$ cat config.mk
export PLATFORM = sky130hd
export DESIGN_NAME = lcd1602_host_driver
export DESIGN_NICKNAME = d
export VERILOG_FILES = /design/src/rtl/lcd1602_host_driver.sv
export SDC_FILE = /design/constraint.sdc
export NUM_CORES = 1
export LEC_CHECK = 0
export CORE_MARGIN = 10
export CORE_UTILIZATION = 59
export CTS_CLUSTER_DIAMETER = 120
export CTS_CLUSTER_SIZE = 10
export DETAILED_ROUTE_END_ITERATION = 10
export PLACE_DENSITY_LB_ADDON = 0.08
export SYNTH_ARGS = -nofsm -noshare
export SYNTH_HDL_FRONTEND = slang
export SYNTH_SLANG_ARGS = --single-unit
$ cat constraint.sdc
create_clock -name clk -period 6.6 [get_ports clk]
set_input_delay 1.32 -clock clk [delete_from_list [all_inputs] [get_ports clk]]
set_output_delay 1.32 -clock clk [all_outputs]
set_load 0.1 [all_outputs]
$ cat src/rtl/lcd1602_host_driver.sv
// HD44780 16x2 LCD driver: one-time power-up/init sequence, then redraws both
// rows from a shadow snapshot whenever the host row buffers change.
module lcd1602_host_driver #(
    parameter int POWERUP_CYCLES    = 150000,
    parameter int EN_PULSE_CYCLES   = 10,
    parameter int CMD_WAIT_CYCLES   = 500,
    parameter int CLEAR_WAIT_CYCLES = 20000
) (
    input  logic         clk,
    input  logic         rst,
    input  logic [127:0] row1,
    input  logic [127:0] row2,
    output logic         lcd_rs,
    output logic         lcd_rw,
    output logic         lcd_en,
    output logic [7:0]   lcd_data,
    output logic         busy,
    output logic         frame_done
);

    function automatic int max2(input int a, input int b);
        return (a > b) ? a : b;
    endfunction

    localparam int MAX_WAIT = max2(max2(POWERUP_CYCLES, EN_PULSE_CYCLES),
                                   max2(CMD_WAIT_CYCLES, CLEAR_WAIT_CYCLES));
    localparam int CNT_W = $clog2(MAX_WAIT + 1);

    localparam logic [CNT_W-1:0] PWR_LAST   = CNT_W'(POWERUP_CYCLES - 1);
    localparam logic [CNT_W-1:0] PULSE_LAST = CNT_W'(EN_PULSE_CYCLES - 1);
    localparam logic [CNT_W-1:0] CMD_LAST   = CNT_W'(CMD_WAIT_CYCLES - 1);
    localparam logic [CNT_W-1:0] CLEAR_LAST = CNT_W'(CLEAR_WAIT_CYCLES - 1);

    // Sequence index: 0..3 init commands, 4..37 the 34 frame bytes.
    localparam logic [5:0] IDX_INIT_LAST   = 6'd3;
    localparam logic [5:0] IDX_FRAME_FIRST = 6'd4;
    localparam logic [5:0] IDX_ROW2_CMD    = 6'd21;
    localparam logic [5:0] IDX_LAST        = 6'd37;

    typedef enum logic [2:0] {
        S_PWR,
        S_SETUP,
        S_PULSE,
        S_HOLD,
        S_IDLE
    } state_t;

    state_t              state, state_nx;
    logic [CNT_W-1:0]    cnt, cnt_nx;
    logic [5:0]          idx, idx_nx;
    logic [31:0][7:0]    shadow;
    logic                snap;

    logic                cur_rs;
    logic [7:0]          cur_byte;
    logic [7:0]          raw_char;
    logic [4:0]          char_sel;
    logic [CNT_W-1:0]    hold_last;

    // NOTE: sequential state uses non-blocking assignments so every register
    // updates from pre-edge values, independent of statement order.
    always_ff @(posedge clk) begin
        if (rst) begin
            state  <= S_PWR;
            cnt    <= '0;
            idx    <= '0;
            shadow <= '0;
        end else begin
            state <= state_nx;
            cnt   <= cnt_nx;
            idx   <= idx_nx;
            if (snap) begin
                shadow <= {row1, row2};
            end
        end
    end

    // shadow[31] is row1 column 0, shadow[0] is row2 column 15.
    always_comb begin
        cur_rs   = 1'b0;
        cur_byte = 8'h00;
        char_sel = '0;
        raw_char = 8'h00;
        if (idx <= IDX_INIT_LAST) begin
            case (idx[1:0])
                2'd0:    cur_byte = 8'h38;
                2'd1:    cur_byte = 8'h0C;
                2'd2:    cur_byte = 8'h06;
                default: cur_byte = 8'h01;
            endcase
        end else if (idx == IDX_FRAME_FIRST) begin
            cur_byte = 8'h80;
        end else if (idx == IDX_ROW2_CMD) begin
            cur_byte = 8'hC0;
        end else begin
            cur_rs   = 1'b1;
            char_sel = (idx < IDX_ROW2_CMD) ? 5'(idx - 6'd5) : 5'(idx - 6'd6);
            raw_char = shadow[5'd31 - char_sel];
            cur_byte = (raw_char == 8'h00) ? 8'h20 : raw_char;
        end
    end

    // Only the clear command needs the long settle time; a data byte of 0x01 does not.
    assign hold_last = (!cur_rs && cur_byte == 8'h01) ? CLEAR_LAST : CMD_LAST;

    // NOTE: every signal driven here gets a default first, so no path can
    // leave one unassigned and infer a latch.
    always_comb begin
        state_nx   = state;
        cnt_nx     = cnt + 1'b1;
        idx_nx     = idx;
        snap       = 1'b0;
        frame_done = 1'b0;
        case (state)
            S_PWR: begin
                if (cnt == PWR_LAST) begin
                    state_nx = S_SETUP;
                    cnt_nx   = '0;
                    idx_nx   = '0;
                end
            end
            S_SETUP: begin
                state_nx = S_PULSE;
                cnt_nx   = '0;
            end
            S_PULSE: begin
                if (cnt == PULSE_LAST) begin
                    state_nx = S_HOLD;
                    cnt_nx   = '0;
                end
            end
            S_HOLD: begin
                if (cnt == hold_last) begin
                    cnt_nx = '0;
                    if (idx == IDX_LAST) begin
                        state_nx   = S_IDLE;
                        frame_done = 1'b1;
                    end else begin
                        state_nx = S_SETUP;
                        idx_nx   = idx + 6'd1;
                        snap     = (idx == IDX_INIT_LAST);
                    end
                end
            end
            S_IDLE: begin
                cnt_nx = '0;
                if ({row1, row2} != shadow) begin
                    state_nx = S_SETUP;
                    idx_nx   = IDX_FRAME_FIRST;
                    snap     = 1'b1;
                end
            end
            default: begin
                state_nx = S_PWR;
                cnt_nx   = '0;
            end
        endcase
    end

    always_comb begin
        lcd_rs   = 1'b0;
        lcd_data = 8'h00;
        if (state == S_SETUP || state == S_PULSE || state == S_HOLD) begin
            lcd_rs   = cur_rs;
            lcd_data = cur_byte;
        end
    end

    assign lcd_rw = 1'b0;
    assign lcd_en = (state == S_PULSE);
    assign busy   = (state != S_IDLE);

endmodule
==> results.tsv, run 1 <==
metric	value	unit
Residual DRC	0	
GRT Util Overall	38.4	%
clock slew at reported path FFs	0.05	ns
syn nets	2202	
router iterations before antenna repair	8	
worst skew pair latency	0.52	ns
CTS max path bufs	3	
Fin Setup TNS	0	ns
LEAKAGE	0.00717	uW
max-slew violations	0	
crit share post-route	95.8	%
FMAX	158	MHz
endpoints failing setup	0	
row count	62	
area of placed instances	20200	sq um
Post-synth EDFFs	0	
status	completed	
Total Power	4170	uW
layout cells sized above 1	5.81	%
crit path cell chain	clkinv_1 -> ha_2 -> nand2b_1 -> a21oi_4 -> buf_4 -> o22a_1 -> buf_4 -> o22ai_1 -> o41ai_1 -> nor4_1 -> or3_1 -> nor2b_1 -> nor3_1 -> buf_12	
Starting DRT DRC Count	2416	
Chip Width	191	um
Worst Path Max Fanout	24	
wire per inst	28.6	um
Startpoint Class	flip-flop	
Seq/Total Area, Yosys	32.9	%
dpl hpwl	55400	um
DR vias	16708	
first-pass GRT wire length	106000	um
GPL Wtd Cong	1.03	
Seq cells post-synth	283	
Clock power frac	39.5	%
starting density of the core	59.8	%
Root Driver	clkbuf_16	
Period minus WS final	6.33	ns
Syn Std Cell Area	17200	sq um
Post-synth top flop	dfxtp_1	
largest net degree at the start of global routing	159	
CP most frequent cell	buf_4	
Core ar.	28800	sq um
CP Class	reg -> out	
hold_buf cts	0	
gr ovfl total	0	
Yosys warnings	0	
placed cells	2497	
Avg Cell Area, Syn	8.90	sq um
Internal Power	2970	uW
Sink Count	283	
Final Instance Count excl. Fillers	2535	
worst-margin pin slew	1.30	ns
Layout area overhead	22.4	%
initial antenna violation count	5	
vias in the first global route	16304	
Yosys cell types	80	
Routed Antenna Nets	0	
power per cell area	198	nW/um^2
Post-synth ARST share	0	%
Port Buffer Count	269	
Fin Clk Skew	0.0165	ns
Max-Cap Viols	0	
Vias/cell	6.59	
Cells after Synth	1936	
VDD IR max	0.261	mV
I/O Pins	271	
sequential share of power	41.7	%
fin nets	2415	
CTS tree	built	
Max H-tree Level	2	
post-route cell area	21100	sq um
CP peak stage delay	0.53	ns
drt total wl	72600	um
Die Footprint	36400	sq um
Fillers	2059	
setup bufs post-CTS	0	
Slew HR	13.3	%
Comb pwr share	18.8	%
cts bufs inserted	34	
Die H	191	um
post_cts resized	0	
most frequent cells in the layout	nor2_1, mux2i_1, dfxtp_1	
commonest non-fill, non-tap cell in the layout	nor2_1	
hold crit path type	reg -> reg	
Final Hold Viols	0	
Switching Fraction	28.8	%
crit end category	output port	
RSZ-0062 raised after global routing	false	
crit path max-delay cell type	o41ai_1	
Switch Pwr	1200	uW
critical path arrival	5.01	ns
critical path data required time	5.28	ns
-- through the flow --
step / setup slack, ns / util [%] / hold WS (ns)
floorplan: -0.00695 / - / 0.430
finish: 0.275 / 73.3 / 0.482
global placement: 0.831 / 70.2 / 0.446
global route: 0.157 / 73.3 / 0.506
detailed placement: 0.924 / 70.2 / 0.470
CTS: 0.387 / 73.3 / 0.483
-- layout make-up --
cell class	count	area, sq um	share of cell area [%]
Tap cell	384	480	2.28
Antenna cell	1	2.50	0.0119
Inverter	27	101	0.481
Clock buffer	35	876	4.15
Sequential cell	283	5670	26.9
Clock inverter	2	17.5	0.0831
Timing Repair Buffer	302	3050	14.4
Multi-Input combinational cell	1501	10900	51.7
-- power groups by stage --
stage	logic, uW	clock network [uW]	registers [uW]
after detailed placement	765	0	1770
final	783	1650	1740
after floorplan	386	0	1770
after global routing	818	1720	1740
after global placement	758	0	1770
after CTS	770	1650	1740
-- sequential cells by signal, indices dropped and copies added (netlist names) --
signal / flops
state: 3
shadow: 256
idx: 6
cnt: 18
-- synth_stat cells, types with 8 or more instances --
cell type	count	share of area, %
o21ai_0	21	0.61
xor2_1	160	8.1
nor4_1	57	2.1
o31ai_1	9	0.39
nand4_1	43	1.6
a2111oi_0	15	0.76
a21oi_1	27	0.78
a211oi_1	40	1.7
mux2_2	12	0.78
o221ai_1	9	0.46
buf_2	50	1.5
nor2_1	328	7.1
ha_1	8	0.58
clkbuf_1	53	1.2
o22ai_1	42	1.5
inv_1	26	0.57
mux4_2	16	2.1
o32ai_1	8	0.41
mux2i_1	321	19
nor2b_1	26	0.94
or3_1	13	0.47
nand2_1	67	1.5
and2_1	12	0.44
nand3_1	19	0.55
nor3_1	35	1.0
buf_4	16	0.70
xnor2_1	96	4.9
o311ai_0	9	0.46
a31oi_1	9	0.33
dfxtp_1	283	33
-- path summary, 6_finish.rpt --
check	startpoint	to	slack [ns]	cells past startpoint
min	cnt[0]	cnt[0]	0.48	1
min reg2reg	cnt[0]	cnt[0]	0.48	1
max	idx[1]	lcd_data[7]	0.27	14
max reg2reg	shadow[196]	shadow[87]	2.04	10
-- layer usage --
layer	GRT usage, %	wire length [um]
met5	0	33
met4	21.9	4650
met3	11.6	9060
met2	57.4	31600
met1	48.2	27200
-- kinds of logic (layout without fill, tap and decap cells) --
group | after synthesis | count (layout) | share of synthesized area (%)
buffers and inverters | 152 | 366 | 4.07
other | 1 | 2 | 0.0218
and+or+nand+nor | 633 | 633 | 17.1
muxes | 349 | 349 | 21.5
adders and majority gates | 8 | 8 | 0.581
DFF | 283 | 283 | 32.9
AOI/OAI and AO/OA | 254 | 254 | 10.7
xor gates and xnor gates | 256 | 256 | 13.0
-- worst max-delay path, delay by kind of cell, from the launching register on --
kind	cells	cell delay (ns)
AND/OR/NAND/NOR	5	1.49
AO/OA/AOI/OAI	4	1.33
buffers and inverters	4	1.01
flip-flops	1	0.40
adder cells (fa/ha/maj)	1	0.23
Note: power is estimated with default switching activity, not from simulation.
==> run 2: changes to the inputs <==
--- a/config.mk
+++ b/config.mk
@@ -8,7 +8,6 @@
 export CORE_MARGIN = 10
 export CORE_UTILIZATION = 59
 export CTS_CLUSTER_DIAMETER = 120
-export CTS_CLUSTER_SIZE = 10
 export DETAILED_ROUTE_END_ITERATION = 10
 export PLACE_DENSITY_LB_ADDON = 0.08
 export SYNTH_ARGS = -nofsm -noshare
==> run 2 against run 1 <==
Critical endpoint unchanged. The flow now finishes with violations (design-rule violations). Non-clock buffer count did not move. Critical path depth did not move. Largest cell class unchanged. Final cell count rose by 0.63%. Clock power rose by 3%. First-iteration DRC count rose by 18%. Count of clock-buffer cells in the layout rose by 5. Via count rose by 1.5%. Maximum frequency fell by 1.5%.
==> results.tsv, run 2 (synthesized netlist as in run 1, its figures left out) <==
metric	value	unit	change
clock slew at reported path FFs	0.07	ns	+0.02 ns
hold path endpoint	cnt[0]		
row count	62		unchanged
commonest non-fill, non-tap cell in the layout	nor2_1		
router iterations before antenna repair	9		+1
starting density of the core	59.8	%	unchanged
Sink Count	283		unchanged
Total Power	4220	uW	+1.2%
Starting DRT DRC Count	2846		+18%
worst skew pair latency	0.58	ns	+0.06 ns
hold wc startpoint	cnt[0]		
CP Class	reg -> out		
Slew HR	12.5	%	-0.72 points
Startpoint Class	flip-flop		
crit end category	output port		
violated checks	design-rule violations		
Chip Width	191	um	unchanged
R2R Setup Slk	2.03	ns	about the same
Vias/cell	6.65		+0.86%
VDD IR max	0.224	mV	-14%
CTS tree	built		
post-route cell area	21200	sq um	+0.39%
drt total wl	73300	um	+1.0%
first-pass GRT wire length	106000	um	+0.22%
largest registers	shadow (256), cnt (18), idx (6)		
largest net degree at the start of global routing	159		unchanged
DR vias	16958		+1.5%
endpoints failing setup	0		unchanged
area of placed instances	20200	sq um	unchanged
initial antenna violation count	5		unchanged
Die H	191	um	unchanged
Final Instance Count excl. Fillers	2551		+0.63%
Final Hold Viols	0		unchanged
GRT Util Overall	38.4	%	+0.047 points
post_cts resized	0		unchanged
n_diodes	0		-1
gr ovfl total	0		unchanged
reg2reg start	shadow[75]		
max-slew violations	0		unchanged
Residual DRC	1		+1
R2R Path End	shadow[186]		
RSZ-0062 raised after global routing	false		
Period minus WS final	6.42	ns	+0.0962 ns
Routed Antenna Nets	0		unchanged
hold crit path type	reg -> reg		
Root Driver	clkbuf_16		
cts bufs inserted	30		-12%
wire per inst	28.7	um	+0.40%
Max-Cap Viols	0		unchanged
worst-margin pin slew	1.31	ns	+0.0108 ns
dpl hpwl	55400	um	unchanged
FF-to-FF path depth	11		+1
LEAKAGE	0.00720	uW	+0.39%
Die Footprint	36400	sq um	unchanged
max reg flops	256		unchanged
most frequent cells in the layout	nor2_1, mux2i_1, dfxtp_1		
Fin Setup TNS	0	ns	unchanged
Reg with most FFs	shadow		
post-layout util	73.6	%	+0.29 points
Fin Clk Skew	0.0166	ns	+0.000141 ns
crit share post-route	97.3	%	+1.5 points
I/O Pins	271		unchanged
GPL Wtd Cong	1.03		unchanged
power per cell area	199	nW/um^2	+0.84%
Max H-tree Level	1		-1
vias in the first global route	16318		+0.086%
status	complete, but fails checks		
FMAX	156	MHz	-1.5%
worst hold path depth	1		unchanged
Port Buffer Count	269		unchanged
hold_buf cts	0		unchanged
Layout area overhead	22.9	%	
layout cells sized above 1	6.37	%	+0.55 points
placed cells	2497		unchanged
critical path arrival	5.10	ns	+0.09 ns
fin nets	2411		-0.17%
setup bufs post-CTS	0		unchanged
Worst Path Max Fanout	24		unchanged
critical path data required time	5.28	ns	about the same
CTS max path bufs	3		unchanged
Core ar.	28800	sq um	unchanged
-- run 2: cell count changes in the layout (fill, tap and decap cells not counted), sizes merged --
| cell | previous run | this run |
|---|---|---|
| clkinv | 1 | 7 |
| clkbuf | 36 | 41 |
| clkinvlp | 0 | 5 |
| bufinv | 0 | 1 |
| diode | 1 | 0 |
-- run 2: final cells by class --
type                            instances  area [sq um]
Tap cell                              384           480
Multi-Input combinational cell       1501         10900
Inverter                               27           101
Sequential cell                       283          5670
Fill cell                            2024          7610
Clock inverter                         14           130
Timing Repair Buffer                  302          3050
Clock buffer                           40           848
-- run 2: power by group --
group	switching, uW	internal [uW]
sequential	17.6	1720
combinational	473	311
clock	756	945
-- run 2: worst max path at each step --
stage                   to  slack (ns)  startpoint
3_5_place_dp    shadow[87]        0.92    row2[75]
3_3_place_gp   lcd_data[7]        0.83      idx[1]
6_report       lcd_data[7]        0.18      idx[1]
2_1_floorplan  lcd_data[5]      -0.007      idx[0]
5_1_grt        lcd_data[7]         0.1      idx[1]
4_1_cts        lcd_data[7]        0.32      idx[1]
-- run 2: critical path, stage by stage, from the launching register on --
cell	delay, ns
dfxtp_2	0.41
clkinv_1	0.12
ha_2	0.24
nand2b_1	0.35
a21oi_4	0.27
buf_4	0.32
o22a_1	0.33
buf_4	0.34
o22ai_1	0.19
o41ai_1	0.55
nor4_1	0.12
or3_1	0.49
nor2b_1	0.17
nor3_1	0.36
buf_12	0.24
-- run 2: through the flow --
stage / hold slack (ns) / setup WS (ns)
floorplan: 0.430 / -0.00695
global placement: 0.446 / 0.831
finish: 0.482 / 0.179
global route: 0.492 / 0.0952
CTS: 0.485 / 0.323
detailed placement: 0.470 / 0.924
-- run 2: per-layer routing --
| metal | wire (um) | track usage [%] |
|---|---|---|
| met1 | 27900 | 49.4 |
| met2 | 32500 | 59.2 |
| met3 | 8770 | 9.38 |
| met4 | 4160 | 18.7 |
| met5 | 28 | 0 |
==> run 3: changes to the inputs <==
--- a/config.mk
+++ b/config.mk
@@ -5,7 +5,7 @@
 export SDC_FILE = /design/constraint.sdc
 export NUM_CORES = 1
 export LEC_CHECK = 0
-export CORE_MARGIN = 10
+export CORE_MARGIN = 4
 export CORE_UTILIZATION = 59
 export CTS_CLUSTER_DIAMETER = 120
 export DETAILED_ROUTE_END_ITERATION = 10
==> run 3 against run 2 <==
The run now ends clean. Combinational power is 0.8% lower. Register-to-register slack worse by 0.38 ns. Setup slack better by 0.18 ns. Sequential power hardly changed. Critical path type unchanged. Largest power group unchanged. Highest routed layer is now met4.
==> results.tsv, run 3 (synthesized netlist as in run 1, its figures left out) <==
metric	value	unit	change
largest registers	shadow (256), cnt (18), idx (6)		
Final Hold Viols	0		unchanged
CTS max path bufs	3		unchanged
Period minus WS final	6.24	ns	-0.177 ns
Root Driver	clkbuf_16		
critical path arrival	4.92	ns	-0.18 ns
wire per inst	27.6	um	-3.9%
Worst Path Max Fanout	23		-4.2%
power per cell area	199	nW/um^2	-0.37%
initial antenna violation count	1		-4
Fin Clk Skew	0.0115	ns	-0.00508 ns
DR vias	16909		-0.29%
Final WS setup	0.356	ns	+0.177 ns
layout cells sized above 1	6.53	%	+0.16 points
VDD IR max	0.347	mV	+55%
GPL Wtd Cong	1.06		+3.5%
hold path endpoint	cnt[0]		
status	completed		
Slew HR	32.2	%	+20 points
CP Class	reg -> out		
largest net degree at the start of global routing	112		-30%
setup bufs post-CTS	0		unchanged
drt total wl	70700	um	-3.6%
clock slew at reported path FFs	0.06	ns	about the same
fin nets	2420		+0.37%
Post-Place Setup Slack	0.558	ns	-0.367 ns
Total Power	4220	uW	about the same
area of placed instances	20300	sq um	+0.46%
n_diodes	0		unchanged
Routed Antenna Nets	0		unchanged
GRT Util Overall	42.4	%	+4.0 points
Chip Width	179	um	-6.3%
worst hold path depth	1		unchanged
vias in the first global route	16111		-1.3%
FF-to-FF path depth	10		-1
RSZ-0062 raised after global routing	false		
hold wc startpoint	cnt[0]		
Max H-tree Level	1		unchanged
critical path data required time	5.28	ns	about the same
row count	62		unchanged
dpl hpwl	54700	um	-1.3%
worst skew pair latency	0.58	ns	about the same
router iterations before antenna repair	8		-1
hold_buf cts	0		unchanged
reg2reg start	shadow[75]		
crit share post-route	94.6	%	-2.7 points
R2R Path End	shadow[202]		
I/O Pins	271		unchanged
Fin Setup TNS	0	ns	unchanged
Sink Count	283		unchanged
Core ar.	28800	sq um	unchanged
Layout area overhead	23.4	%	
most frequent cells in the layout	nor2_1, mux2i_1, dfxtp_1		
max-slew violations	0		unchanged
Residual DRC	0		-1
Die H	179	um	-6.3%
starting density of the core	59.8	%	unchanged
gr ovfl total	0		unchanged
Port Buffer Count	269		unchanged
CTS tree	built		
Die Footprint	32000	sq um	-12%
Max-Cap Viols	0		unchanged
FMAX	160	MHz	+2.8%
Vias/cell	6.61		-0.60%
crit end category	output port		
commonest non-fill, non-tap cell in the layout	nor2_1		
Reg with most FFs	shadow		
LEAKAGE	0.00725	uW	+0.73%
endpoints failing setup	0		unchanged
post_cts resized	0		unchanged
post-route cell area	21200	sq um	+0.37%
cts bufs inserted	31		+3.3%
worst-margin pin slew	1.01	ns	-0.305 ns
Startpoint Class	flip-flop		
hold crit path type	reg -> reg		
Starting DRT DRC Count	2588		-9.1%
first-pass GRT wire length	101000	um	-4.2%
max reg flops	256		unchanged
R2R Setup Slk	1.65	ns	-0.38 ns
==> run 3: power breakdown <==
group	leakage [uW]	switching, uW	internal, uW
Combinational	0.00450	466	313
Clock	0.000471	736	970
Sequential	0.00228	17.6	1720
Total	0.00725	1220	3000
==> run 3: layout make-up <==
class                           instances  area, sq um
Multi-Input combinational cell       1501        10900
Fill cell                            2200         7530
Sequential cell                       283         5670
Timing Repair Buffer                  310         3130
Clock buffer                           43          851
Tap cell                              384          480
Clock inverter                         11          114
Inverter                               27          101
==> run 3: how the worst max path moves through the flow <==
stage	endpoint	slack, ns	from
2_1_floorplan	lcd_data[5]	-0.007	idx[0]
3_3_place_gp	shadow[31]	0.53	row2[75]
3_5_place_dp	shadow[31]	0.56	row2[75]
4_1_cts	lcd_data[5]	0.50	idx[1]
5_1_grt	lcd_data[2]	0.19	idx[1]
6_report	lcd_data[5]	0.36	idx[1]
==> run 3: critical path, stage by stage (launching register included) <==
cell      delay [ns]
dfxtp_2         0.33
clkinv_1        0.37
ha_2            0.41
nand2b_1        0.29
a2111o_1        0.63
o21a_1          0.16
buf_4           0.21
o22ai_1         0.19
nor3_1          0.09
nor3_1          0.45
nor4_1          0.12
buf_4           0.16
or3_1           0.37
o21ai_1         0.32
buf_12          0.22
==> run 3: per-layer routing <==
layer  global-route usage, %  vias to the layer above  part of all wire, %
li1                        -                     7391                    -
met1                    55.6                     8107                   38
met2                    63.4                     1133                   42
met3                    10.5                      278                   12
met4                    25.0                        0                  7.5
met5                       0                        -                    0
==> run 3: metrics by stage <==
stage / cells / hold WS, ns / util (%)
after global placement: 2505 / 0.446 / 70.5
final: 2559 / 0.504 / 73.8
after detailed placement: 2505 / 0.481 / 70.5
after floorplan: 1936 / 0.430 / -
after global routing: 2559 / 0.524 / 73.8
after CTS: 2559 / 0.507 / 73.8
